==> config.mk <==
export PLATFORM = sky130hd
export DESIGN_NAME = crypto_xperm_scatter_flat
export DESIGN_NICKNAME = d
export VERILOG_FILES = /design/src/rtl/crypto_xperm_scatter_if.sv /design/src/rtl/crypto_xperm_scatter.sv /design/src/flat_wrapper.sv
export SDC_FILE = /design/constraint.sdc
export NUM_CORES = 1
export LEC_CHECK = 0
export ABC_AREA = 1
export CORE_ASPECT_RATIO = 0.7
export CORE_MARGIN = 4
export CORE_UTILIZATION = 30
export DETAILED_ROUTE_END_ITERATION = 10
export SLEW_MARGIN = 10
export SYNTH_ARGS = -nofsm -noshare
export SYNTH_HDL_FRONTEND = slang
export SYNTH_SLANG_ARGS = --single-unit
==> constraint.sdc <==
create_clock -name clk_i -period 8.92 [get_ports clk_i]
set_input_delay 1.338 -clock clk_i [delete_from_list [all_inputs] [get_ports clk_i]]
set_output_delay 1.338 -clock clk_i [all_outputs]
set_load 0.01 [all_outputs]
==> src/rtl/crypto_xperm_scatter_if.sv <==
// Request/response bundle for the crypto_xperm_scatter unit.
// The issue stage holds the master modport and the scatter unit holds the slave modport.
interface crypto_xperm_scatter_if #(
  parameter int XLEN = 64
);
  logic            valid_i;
  logic            ready_o;
  logic            op_i;
  logic [XLEN-1:0] rs1_i;
  logic [XLEN-1:0] rs2_i;
  logic            flush_i;
  logic            result_valid_o;
  logic            result_ready_i;
  logic [XLEN-1:0] result_o;
  logic            collide_o;

  modport master (
    output valid_i, op_i, rs1_i, rs2_i, flush_i, result_ready_i,
    input  ready_o, result_valid_o, result_o, collide_o
  );

  modport slave (
    input  valid_i, op_i, rs1_i, rs2_i, flush_i, result_ready_i,
    output ready_o, result_valid_o, result_o, collide_o
  );
endinterface

==> src/rtl/crypto_xperm_scatter.sv <==
// Multi-cycle scatter (inverse xperm4/xperm8): rd[rs2[k]] = rs1[k], one element per cycle.
// Optional collision detection is enabled by defining CRYPTO_XPERM_SCATTER_COLLIDE_EN.
module crypto_xperm_scatter #(
  parameter int XLEN = 64
) (
  input  logic                   clk_i,
  input  logic                   rst_i,
  crypto_xperm_scatter_if.slave  bus
);
  localparam int         N8    = XLEN / 8;
  localparam int         N4    = XLEN / 4;
  localparam logic [3:0] LAST8 = 4'(N8 - 1);
  localparam logic [3:0] LAST4 = 4'(N4 - 1);
  localparam logic [7:0] LIM8  = 8'(N8);
  localparam logic [7:0] LIM4  = 8'(N4);

  typedef enum logic [1:0] {S_IDLE, S_BUSY, S_DONE} state_t;

  state_t          state_q, state_d;
  logic            op_q, op_d;
  logic [XLEN-1:0] rs1_q, rs1_d;
  logic [XLEN-1:0] rs2_q, rs2_d;
  logic [XLEN-1:0] acc_q, acc_d;
  logic [XLEN-1:0] result_q, result_d;
  logic [3:0]      cnt_q, cnt_d;

  logic [7:0]      elem;
  logic [7:0]      idx;
  logic            in_range;

  // Pick the current source element and its destination index; nibbles are zero-extended.
  always_comb begin
    elem = '0;
    idx  = '0;
    if (op_q) begin
      for (int k = 0; k < N8; k++) begin
        if (cnt_q == 4'(k)) begin
          elem = rs1_q[k*8 +: 8];
          idx  = rs2_q[k*8 +: 8];
        end
      end
    end else begin
      for (int k = 0; k < N4; k++) begin
        if (cnt_q == 4'(k)) begin
          elem = {4'b0, rs1_q[k*4 +: 4]};
          idx  = {4'b0, rs2_q[k*4 +: 4]};
        end
      end
    end
    in_range = op_q ? (idx < LIM8) : (idx < LIM4);
  end

  always_comb begin
    state_d  = state_q;
    op_d     = op_q;
    rs1_d    = rs1_q;
    rs2_d    = rs2_q;
    acc_d    = acc_q;
    result_d = result_q;
    cnt_d    = cnt_q;
    if (bus.flush_i) begin
      state_d  = S_IDLE;
      acc_d    = '0;
      result_d = '0;
      cnt_d    = '0;
    end else begin
      case (state_q)
        S_IDLE: begin
          if (bus.valid_i) begin
            op_d    = bus.op_i;
            rs1_d   = bus.rs1_i;
            rs2_d   = bus.rs2_i;
            acc_d   = '0;
            cnt_d   = '0;
            state_d = S_BUSY;
          end
        end
        S_BUSY: begin
          // Later elements overwrite earlier ones, giving last-write-wins on collisions.
          for (int d = 0; d < N8; d++) begin
            if (op_q && in_range && idx == 8'(d)) acc_d[d*8 +: 8] = elem;
          end
          for (int d = 0; d < N4; d++) begin
            if (!op_q && in_range && idx == 8'(d)) acc_d[d*4 +: 4] = elem[3:0];
          end
          cnt_d = cnt_q + 4'd1;
          if (cnt_q == (op_q ? LAST8 : LAST4)) begin
            cnt_d    = '0;
            result_d = acc_d;
            state_d  = S_DONE;
          end
        end
        S_DONE: begin
          if (bus.result_ready_i) begin
            result_d = '0;
            state_d  = S_IDLE;
          end
        end
        default: state_d = S_IDLE;
      endcase
    end
  end

  always_ff @(posedge clk_i or posedge rst_i) begin
    if (rst_i) begin
      state_q  <= S_IDLE;
      op_q     <= 1'b0;
      rs1_q    <= '0;
      rs2_q    <= '0;
      acc_q    <= '0;
      result_q <= '0;
      cnt_q    <= '0;
    end else begin
      state_q  <= state_d;
      op_q     <= op_d;
      rs1_q    <= rs1_d;
      rs2_q    <= rs2_d;
      acc_q    <= acc_d;
      result_q <= result_d;
      cnt_q    <= cnt_d;
    end
  end

  assign bus.ready_o        = (state_q == S_IDLE);
  assign bus.result_valid_o = (state_q == S_DONE);
  assign bus.result_o       = result_q;

`ifdef CRYPTO_XPERM_SCATTER_COLLIDE_EN
  logic [N4-1:0] mask_q, mask_d;
  logic          coll_q, coll_d;
  logic          accept;
  logic          step;

  assign accept = (state_q == S_IDLE) && bus.valid_i;
  assign step   = (state_q == S_BUSY);

  always_comb begin
    mask_d = mask_q;
    coll_d = coll_q;
    if (bus.flush_i || accept) begin
      mask_d = '0;
      coll_d = 1'b0;
    end else if (step && in_range) begin
      for (int d = 0; d < N4; d++) begin
        if (idx == 8'(d)) begin
          if (mask_q[d]) coll_d = 1'b1;
          mask_d[d] = 1'b1;
        end
      end
    end
  end

  always_ff @(posedge clk_i or posedge rst_i) begin
    if (rst_i) begin
      mask_q <= '0;
      coll_q <= 1'b0;
    end else begin
      mask_q <= mask_d;
      coll_q <= coll_d;
    end
  end

  assign bus.collide_o = coll_q;
`else
  assign bus.collide_o = 1'b0;
`endif
endmodule

==> src/flat_wrapper.sv <==
// flat-port wrapper written by rule: the top's interface ports become plain ports
module crypto_xperm_scatter_flat 
#(
  parameter int XLEN = 64
)
  (clk_i, rst_i, bus_valid_i, bus_op_i, bus_rs1_i, bus_rs2_i, bus_flush_i, bus_result_ready_i, bus_ready_o, bus_result_valid_o, bus_result_o, bus_collide_o);
  crypto_xperm_scatter_if #(.XLEN(XLEN)) bus_i ();
  input  logic clk_i;
  input  logic rst_i;
  input wire logic [$bits(bus_i.valid_i)-1:0] bus_valid_i;
  input wire logic [$bits(bus_i.op_i)-1:0] bus_op_i;
  input wire logic [$bits(bus_i.rs1_i)-1:0] bus_rs1_i;
  input wire logic [$bits(bus_i.rs2_i)-1:0] bus_rs2_i;
  input wire logic [$bits(bus_i.flush_i)-1:0] bus_flush_i;
  input wire logic [$bits(bus_i.result_ready_i)-1:0] bus_result_ready_i;
  output wire logic [$bits(bus_i.ready_o)-1:0] bus_ready_o;
  output wire logic [$bits(bus_i.result_valid_o)-1:0] bus_result_valid_o;
  output wire logic [$bits(bus_i.result_o)-1:0] bus_result_o;
  output wire logic [$bits(bus_i.collide_o)-1:0] bus_collide_o;
  assign bus_i.valid_i = bus_valid_i;
  assign bus_i.op_i = bus_op_i;
  assign bus_i.rs1_i = bus_rs1_i;
  assign bus_i.rs2_i = bus_rs2_i;
  assign bus_i.flush_i = bus_flush_i;
  assign bus_i.result_ready_i = bus_result_ready_i;
  assign bus_ready_o = bus_i.ready_o;
  assign bus_result_valid_o = bus_i.result_valid_o;
  assign bus_result_o = bus_i.result_o;
  assign bus_collide_o = bus_i.collide_o;
  crypto_xperm_scatter #(.XLEN(XLEN)) u_core (.clk_i(clk_i), .rst_i(rst_i), .bus(bus_i));
endmodule
Word-level counts from Yosys, hierarchy flattened
Index checks and enable logic that the tools add are counted.
{ "classes": {"addsub": 1, "n_lt_le_gt_ge": 2, "n_eq_ne": 36, "muxes": 92, "n_reduce_logical": 36, "bitwise": 1} }
{ "ops": {"columns": ["op", "count"], "rows": [
  ["two-way mux 64 bit", 5],
  ["one-hot mux 64 bit (2 select lines)", 2],
  ["two-way mux 4 bit", 52],
  ["two-way mux 8 bit", 26],
  ["== test 8 x 4 -> 1 bit, second input constant", 8],
  ["== test 4 bit, second input constant", 8],
  ["== test 8 x 3 -> 1 bit, second input constant", 4],
  ["logical AND 1 bit", 26],
  ["== test 4 x 3 -> 1 bit, second input constant", 4],
  ["== test 8 x 2 -> 1 bit, second input constant", 2],
  ["AND reduction 3 bit", 3],
  ["== test 4 x 2 -> 1 bit, second input constant", 2],
  ["== test 8 x 1 -> 1 bit, second input constant", 1],
  ["zero test 8 bit", 1],
  ["less-than comparator 8 x 4 -> 1 bit, second input constant", 1],
  ["less-than comparator 8 x 5 -> 1 bit, second input constant", 1],
  ["two-way mux 2 bit", 4],
  ["one-hot mux 4 bit (2 select lines)", 1],
  ["!= test 3 bit, second input constant", 2],
  ["one-hot mux 2 bit (3 select lines)", 1],
  ["nonzero test 3 bit", 2],
  ["adder 4 x 1 -> 4 bit, second input constant", 1],
  ["== test 4 x 1 -> 1 bit, second input constant", 1],
  ["== test 4 bit", 1],
  ["other kinds (9)", 9]
]} }
{ "word_totals": {"output_inout_bits": 67, "regBits": 263, "wordCells": 175, "input_bits": 134} }

Depth between registers and ports, before layout
Gate-level depths: netlist of the first run.
{ "depth": {"depth_word": 27, "depth_mapped": 32, "mapped_depth_nobuf": 31} }

Worst setup path before layout of the first run
No wires, ideal clock.
{ "synth_timing": {"path_type": "register to register", "start": "register u_core.cnt_q[0]", "end": "register u_core.acc_q[18]", "path_stages_with_launch": 31, "arrival_time_ns": 2.772, "slack_ns": 6.030, "synth_period_minus_slack_ns": 2.890, "required_time_ns": 8.802, "n_path_buf": 1, "setup_ns": 0.118, "path_cell_list": "dfrtp_1 -> inv_1 -> ha_1 -> inv_1 -> nor2_1 -> nand2_1 -> nand2_2 -> nand2_1 -> nand2_1 -> nand2_1 -> nand2_1 -> nand2_1 -> nand2_1 -> nand2_1 -> nand2_1 -> nand2_1 -> nand3_1 -> nand3_1 -> nand3_1 -> nand2_1 -> nand2_1 -> nand2_1 -> nand2_1 -> nand2_1 -> nor2_4 -> buf_6 -> nand3_2 -> nand2_2 -> nand2_1 -> nand3_1 -> nand2_1"} }
{ "synth_between": {"elab_chain_cells": 26, "elab_cells_between_ends": 79, "classes_between": "order compare: 2; eq/ne: 17; mux: 55; reduce/logical: 5"} }
{ "synth_rtl": {"columns": ["element", "line", "source"], "rows": [
  ["start: declaration", "crypto_xperm_scatter.sv:25", "logic [3:0] cnt_q, cnt_d;"],
  ["start signal: assignment", "crypto_xperm_scatter.sv:120", "cnt_q <= cnt_d;"],
  ["zero test 4 bit", "crypto_xperm_scatter.sv:37, crypto_xperm_scatter.sv:44", null],
  ["two-way mux 4 bit (16 in series)", "crypto_xperm_scatter.sv:44", "if (cnt_q == 4'(k)) begin"],
  ["two-way mux 8 bit", "crypto_xperm_scatter.sv:35", "if (op_q) begin"],
  ["less-than comparator 8 x 5 -> 1 bit or less-than comparator 8 x 4 -> 1 bit (tied branches)", "crypto_xperm_scatter.sv:50", "in_range = op_q ? (idx < LIM8) : (idx < LIM4);"],
  ["two-way mux 1 bit", "crypto_xperm_scatter.sv:50", null],
  ["logical AND 1 bit (2 in series)", "crypto_xperm_scatter.sv:81", "if (op_q && in_range && idx == 8'(d)) acc_d[d*8 +: 8] = elem;"],
  ["two-way mux 8 bit", "crypto_xperm_scatter.sv:81", null],
  ["two-way mux 4 bit (*)", "crypto_xperm_scatter.sv:84", "if (!op_q && in_range && idx == 8'(d)) acc_d[d*4 +: 4] = elem[3:0];"],
  ["one-hot mux 64 bit (2 select lines) (*)", "crypto_xperm_scatter.sv:67", "case (state_q)"],
  ["two-way mux 64 bit (*)", "crypto_xperm_scatter.sv:61", "if (bus.flush_i) begin"],
  ["end signal: assignment", "crypto_xperm_scatter.sv:110", "acc_q <= '0;"],
  ["end signal: assignment", "crypto_xperm_scatter.sv:118", "acc_q <= acc_d;"],
  ["end: declaration", "crypto_xperm_scatter.sv:23", "logic [XLEN-1:0] acc_q, acc_d;"]
]} }
Every way passes the cells marked *; elsewhere a longest branch is shown, timed or not.
A chain may end at the register's enable or synchronous reset.

Final worst setup path of the first run
{ "layout_timing": {"start": "register u_core.cnt_q[2]", "end": "register u_core.acc_q[59]"} }
Same word-level chain as after synthesis.

==> impl_metrics.py, run 1 <==
metrics = {
    "route": {
        "drt_drc_violations_left": 0,
        "first_iter_violations": 1284,
        "drt_pass1_iterations": 6,
        "drt.antenna.violating_nets": 0,
        "route.detailed.vias_per_inst": 5.01,
        "wire_per_inst_um": 17.7,
        "num_vias": 12900,
        "wl_mm": 45.7,
    },
    "grt": {
        "grt_first_pass_wirelength_mm": 71.6,
        "track_usage_pct": 17.9,
        "antenna_found_initial": 6,
        "vias_in_the_first_global_route": 12500,
        "global_route.overflow_total": 0,
        "grt_start_max_net_pins": 153,
    },
    "setup_path": {
        "criticalPathCategory": "flip-flop to flip-flop",
        "cp_delay_by_family_top": "simple AND/OR/NAND/NOR gates",
        "crit_fanout": 33,
        "crit_required_ps": 9330,
        "arrival_ps": 4980,
        "max_stage_delay_ps": 540,
        "reg2regPathDepth": 28,
        "timing.critical_path.buf_inv": 1,
        "critical_path.slowest_cell": "sky130_fd_sc_hd__nand2_2",
        "critical_path.endpoint_type": "flip-flop",
        "startpoint_type": "flip-flop",
        "worst_path_most_repeated_cell": "sky130_fd_sc_hd__nand2_1",
        "logic_depth_of_the_worst_setup_path_including_buffers": 28,
    },
    "synthesis": {
        "post_synth_instance_area_sq_um": 13900,
        "synth-main-ff-cell": "sky130_fd_sc_hd__dfrtp_1",
        "synth_warnings": 0,
        "post_synth_num_cell_types": 39,
        "netlist_instances": 1798,
        "synth-seq-area-share_pct": 47.5,
        "synth_nets": 1936,
        "post_synthesis_async_set_or_reset_flop_share_pct": 100,
        "ys_ff_latch": 263,
        "synth-edff-count": 0,
        "avg_synthesized_cell_area_sq_um": 7.71,
    },
    "flow_run": {
        "max_cap_violations": 0,
    },
    "timing": {
        "final-setup-viol-count": 0,
        "timing.final.crit_share_pct": 51.2,
        "final_hold_fails": 0,
        "grt_setup_unrepaired": "false",
        "worst_pin_slew_ps": 1170,
        "fin_skew_ps": 13.1,
        "maxClockFrequency_mhz": 219,
        "max_slew_margin_pct": 21.4,
        "setup_tns_ps": 0,
        "period_minus_slack_ps": 4570,
        "report.final.slew_viol_count": 0,
    },
    "placement": {
        "post-place-cells": 2530,
        "number_of_buffer_cells_added_on_primary_ports": 199,
        "dp_hpwl_mm": 32.6,
        "routabilityCongestion": 0.878,
    },
    "pwr": {
        "ir_worst_vdd_v": 0.000137,
        "p_total_mw": 3.76,
        "power_density_nw_per_um2": 217,
        "total_leakage_power_nw": 8.34,
    },
    "die": {
        "die_h_um": 188,
        "starting_utilization_of_the_core_area_pct": 30.6,
        "die_w_um": 265,
        "io_pins": 201,
        "floorplan.core_area_sq_um": 45400,
        "die_area_sq_um": 49800,
        "num_rows": 65,
    },
    "worst_hold_path": {
        "min_path_cells": 2,
        "hold_path.class": "flip-flop to flip-flop",
    },
    "clock_tree": {
        "resized_after_cts": 0,
        "numCtsBuffers": 29,
        "numClockSinks": 263,
        "cts_tree": "yes",
        "htree_levels": 1,
        "cts.repair_timing.setup_buffer_count": 0,
        "bufs_on_longest_clock_path": 3,
        "path_clk_slew_ps": 60,
        "ctsRootBufferMaster": "sky130_fd_sc_hd__clkbuf_16",
        "clkLatencyLatePin_ps": 550,
        "holdBufCountCts": 0,
    },
    "layout": {
        "drive_gt1_share_pct": 9.31,
        "final_net_count": 2096,
        "final_common_cell": "sky130_fd_sc_hd__nand2_1",
        "final_cell_mix": "sky130_fd_sc_hd__nand2_1 (558), sky130_fd_sc_hd__dfrtp_1 (263), sky130_fd_sc_hd__clkdlybuf4s50_1 (199)",
        "layout.filler_cells": 4632,
        "layout.cells.non_filler": 2582,
        "synthToLayoutAreaGrowth_pct": 24.9,
    },
    "run_status": {
        "status": "finished clean",
    },
}
state kept, by name (all words and copies together) (netlist names):
register,cells
u_core.bus.result_o,64
u_core.rs1_q,64
u_core.acc_q,64
u_core.rs2_q,64
u_core.cnt_q,4
u_core.op_q,1
u_core.state_q,2
power breakdown:
part | internal, mW | total (mW) | switching [mW]
Combinational | 0.362 | 1.08 | 0.721
Clock | 0.677 | 1.17 | 0.493
Sequential | 1.38 | 1.51 | 0.126
cell usage after synthesis (21+ instances only):
library cell	n	area, sq um
sky130_fd_sc_hd__nand2_1	558	2090
sky130_fd_sc_hd__nand3_1	193	966
sky130_fd_sc_hd__o211ai_1	25	188
sky130_fd_sc_hd__mux2_2	58	653
sky130_fd_sc_hd__clkbuf_1	59	221
sky130_fd_sc_hd__inv_1	150	563
sky130_fd_sc_hd__dfrtp_1	263	6580
sky130_fd_sc_hd__buf_2	21	105
sky130_fd_sc_hd__o21ai_0	77	385
sky130_fd_sc_hd__a21oi_1	137	686
sky130_fd_sc_hd__nor2_1	112	420
worst paths after layout:
path	endpoint	startpoint	slack (ps)
min in group asynchronous	u_core.rs2_q[47]	rst_i	1480
hold / removal	u_core.acc_q[19]	u_core.acc_q[19]	470
hold reg to reg	u_core.acc_q[19]	u_core.acc_q[19]	470
setup / recovery	u_core.acc_q[59]	u_core.cnt_q[2]	4350
max in group asynchronous	u_core.rs1_q[39]	rst_i	5960
setup reg to reg	u_core.acc_q[59]	u_core.cnt_q[2]	4350
area by class of cell:
type	count	area, sq um	share of cell area [%]
Inverter	167	634	3.66
Timing Repair Buffer	216	2120	12.2
Tap cell	603	754	4.36
Clock buffer	37	826	4.77
Clock inverter	13	98.8	0.571
Antenna cell	2	5.00	0.0289
Sequential cell	263	6580	38.0
Multi-Input combinational cell	1281	6300	36.4
stage by stage:
step / cell area, sq um / hold slack [ps] / utilization (%) / setup slack, ps
finish: 17300 / 472 / 38.2 / 4350
global placement: 16400 / 453 / 36.1 / 4330
global route: 17300 / 491 / 38.2 / 3830
CTS: 17300 / 473 / 38.2 / 4480
floorplan: 13900 / 440 / - / 342
detailed placement: 16400 / 456 / 36.1 / 4150
tightest hold or removal path, cell delays in order, from the launching register on:
cell and delay [ps]:
sky130_fd_sc_hd__dfrtp_1 330, sky130_fd_sc_hd__nand2_1 50, sky130_fd_sc_hd__nand2_1 60
metal layers:
| layer | GRT usage (%) | wire length, um | vias up |
|---|---|---|---|
| met5 | 0 | 54 | - |
| met1 | 27.8 | 22500 | 6180 |
| met4 | 4.45 | 993 | 8 |
| met2 | 25.3 | 18600 | 467 |
| li1 | - | - | 6198 |
| met3 | 3.58 | 3500 | 72 |
cells by family after synthesis:
| kind of cell | Yosys count | synth area share [%] |
|---|---|---|
| adders and majority gates | 4 | 0.361 |
| xor gates and xnor gates | 1 | 0.0632 |
| and+or+nand+nor | 928 | 28.6 |
| DFF | 263 | 47.5 |
| AOI/OAI and AO/OA | 289 | 11.4 |
| buffers and inverters | 254 | 7.33 |
| muxes | 58 | 4.71 |
| other | 1 | 0.0270 |
No activity file was read; power rests on OpenSTA's default activity.
==> run 2: changes to the inputs <==
clock period = 3.9 ns   (was 8.92 ns; I/O delays follow)
==> impl_metrics.py, run 2 (same netlist as run 1, synthesis figures left out) <==
metrics = {
    "run_status": {
        "status": "finished clean",
    },
    "timing": {
        "worst_pin_slew_ps": 805,
        "final_hold_fails": 0,
        "timing.final.crit_share_pct": 91.1,
        "post-route-worst-setup-slack_ps": 346,
        "final-setup-viol-count": 0,
        "max_slew_margin_pct": 46.2,
        "setup_tns_ps": 0,
        "fin_skew_ps": 18.0,
        "grt_setup_unrepaired": "true",
        "maxClockFrequency_mhz": 281,
        "report.final.slew_viol_count": 0,
        "period_minus_slack_ps": 3550,
    },
    "setup_path": {
        "arrival_ps": 3990,
        "critical_path.slowest_cell": "sky130_fd_sc_hd__dfrtp_1",
        "critical_path.endpoint_type": "flip-flop",
        "cp_delay_by_family_top": "simple AND/OR/NAND/NOR gates",
        "crit_fanout": 22,
        "startpoint_type": "flip-flop",
        "crit_required_ps": 4340,
        "max_stage_delay_ps": 410,
        "timing.critical_path.cells": "inv_1 -> ha_2 -> inv_1 -> nor2_4 -> nand2_2 -> nor2_1 -> a21oi_1 -> o21ai_1 -> o21ai_1 -> nand3_1 -> o211ai_1 -> nand3_1 -> nand3_1 -> nand3_2 -> inv_1 -> nand2_1 -> nor2_4 -> buf_12 -> nand2_2 -> nand2_4 -> nand2_1 -> o211ai_1 -> nand2_1",
        "criticalPathCategory": "flip-flop to flip-flop",
        "timing.critical_path.buf_inv": 4,
    },
    "grt": {
        "track_usage_pct": 18.6,
        "grt_start_max_net_pins": 77,
        "antenna_found_initial": 2,
        "grt_first_pass_wirelength_mm": 74.3,
        "vias_in_the_first_global_route": 12900,
        "global_route.overflow_total": 0,
    },
    "die": {
        "die_area_sq_um": 49800,
        "die_h_um": 188,
        "floorplan.core_area_sq_um": 45400,
        "die_w_um": 265,
        "starting_utilization_of_the_core_area_pct": 30.6,
        "num_rows": 65,
        "io_pins": 201,
    },
    "layout": {
        "final_net_count": 2137,
        "design_area_sq_um": 17800,
        "final_common_cell": "sky130_fd_sc_hd__nand2_1",
        "layout.filler_cells": 4574,
        "layout.cells.non_filler": 2624,
        "antenna_cells": 0,
        "final_cell_mix": "sky130_fd_sc_hd__nand2_1 (556), sky130_fd_sc_hd__dfrtp_1 (263), sky130_fd_sc_hd__clkdlybuf4s50_1 (199)",
        "synthToLayoutAreaGrowth_pct": 28.4,
        "drive_gt1_share_pct": 11.4,
    },
    "route": {
        "route.detailed.vias_per_inst": 4.96,
        "num_vias": 13000,
        "drt_drc_violations_left": 0,
        "wire_per_inst_um": 18.1,
        "wl_mm": 47.6,
        "first_iter_violations": 1213,
        "drt.antenna.violating_nets": 0,
        "drt_pass1_iterations": 5,
    },
    "pwr": {
        "total_leakage_power_nw": 8.57,
        "power_density_nw_per_um2": 500,
        "ir_worst_vdd_v": 0.000333,
    },
    "clock_tree": {
        "clkLatencyLatePin_ps": 570,
        "bufs_on_longest_clock_path": 3,
        "htree_levels": 1,
        "cts_tree": "yes",
        "path_clk_slew_ps": 60,
        "numCtsBuffers": 29,
        "numClockSinks": 263,
        "ctsRootBufferMaster": "sky130_fd_sc_hd__clkbuf_16",
        "holdBufCountCts": 0,
    },
    "placement": {
        "place_area_sq_um": 16800,
        "post-place-cells": 2565,
        "number_of_buffer_cells_added_on_primary_ports": 199,
        "dp_hpwl_mm": 34.8,
        "dpl_worst_slack_ps": 105,
        "routabilityCongestion": 0.900,
    },
    "worst_hold_path": {
        "hold_path.class": "flip-flop to flip-flop",
    },
    "flow_run": {
        "max_cap_violations": 0,
    },
}
run 2: cell count changes in the layout (fill, tap and decap cells not counted), sizes merged:
cell,previous run,this run
diode,2,0
clkinvlp,2,7
buf,17,57
clkinv,12,8
inv,165,162
bufinv,1,3
clkbuf,37,41
run 2: metal layers:
layer,up-vias,track usage [%],part of all wire (%)
met2,408,26.3,41
li1,6286,-,-
met3,62,3.70,6.5
met5,-,0,0.057
met1,6255,29.3,51
met4,4,3.92,1.9
run 2: repair_timing:
item / in CTS / in global routing
setup endpoints to repair: 0 / 126
resized for setup: 0 / 15
buffers inserted: 0 / 5
run 2: worst reg2reg max path: cells and delay by family (launching register included):
family,cells,cell delay (ps)
buffers and inverters,4,600
AOI/OAI and AO/OA,5,620
DFF,1,410
and+or+nand+nor,13,1570
adders and majority gates,1,230
run 2: worst paths after layout:
path | startpoint | endpoint | slack, ps | depth (start not counted)
worst max-delay path | u_core.cnt_q[0] | u_core.bus.result_o[49] | 350 | 23
worst min-delay path | u_core.acc_q[17] | u_core.acc_q[17] | 480 | 2
worst max register to register | u_core.cnt_q[0] | u_core.bus.result_o[49] | 350 | 23
worst min register to register | u_core.acc_q[17] | u_core.acc_q[17] | 480 | 2
max in group asynchronous | rst_i | u_core.rs1_q[24] | 2430 | 3
min in group asynchronous | rst_i | u_core.state_q[0] | 530 | 2
run 2: cell type report:
| type | count | area, sq um | area share, % |
|---|---|---|---|
| repair buffers | 256 | 2530 | 14.2 |
| clock inverters | 12 | 144 | 0.808 |
| well taps | 603 | 754 | 4.24 |
| multi-input cells | 1281 | 6340 | 35.6 |
| flip-flops and latches | 263 | 6580 | 36.9 |
| inverters | 167 | 642 | 3.60 |
| repair inverters | 1 | 5.00 | 0.0281 |
| clock buffers | 41 | 811 | 4.55 |
run 2: power by group:
group	internal, mW	switching (mW)
Clock	1.64	1.15
Sequential	3.16	0.289
Combinational	0.942	1.72
Total	5.74	3.16
run 2: stage by stage:
| stage | util, % | power [mW] | hold slack, ps |
|---|---|---|---|
| 6_report | 39.3 | 8.90 | 480 |
| 5_1_grt | 39.3 | 9.42 | 499 |
| 4_1_cts | 39.0 | 8.92 | 482 |
| 3_5_place_dp | 36.9 | 6.07 | 465 |
| 3_3_place_gp | 36.9 | 6.05 | 457 |
| 2_1_floorplan | - | 5.06 | 440 |
==> run 3: changes to the inputs <==
SLEW_MARGIN = default   (was 10)
==> results of run 3 <==
No change in the layout: final DEF, timing and power equal those of run 2.
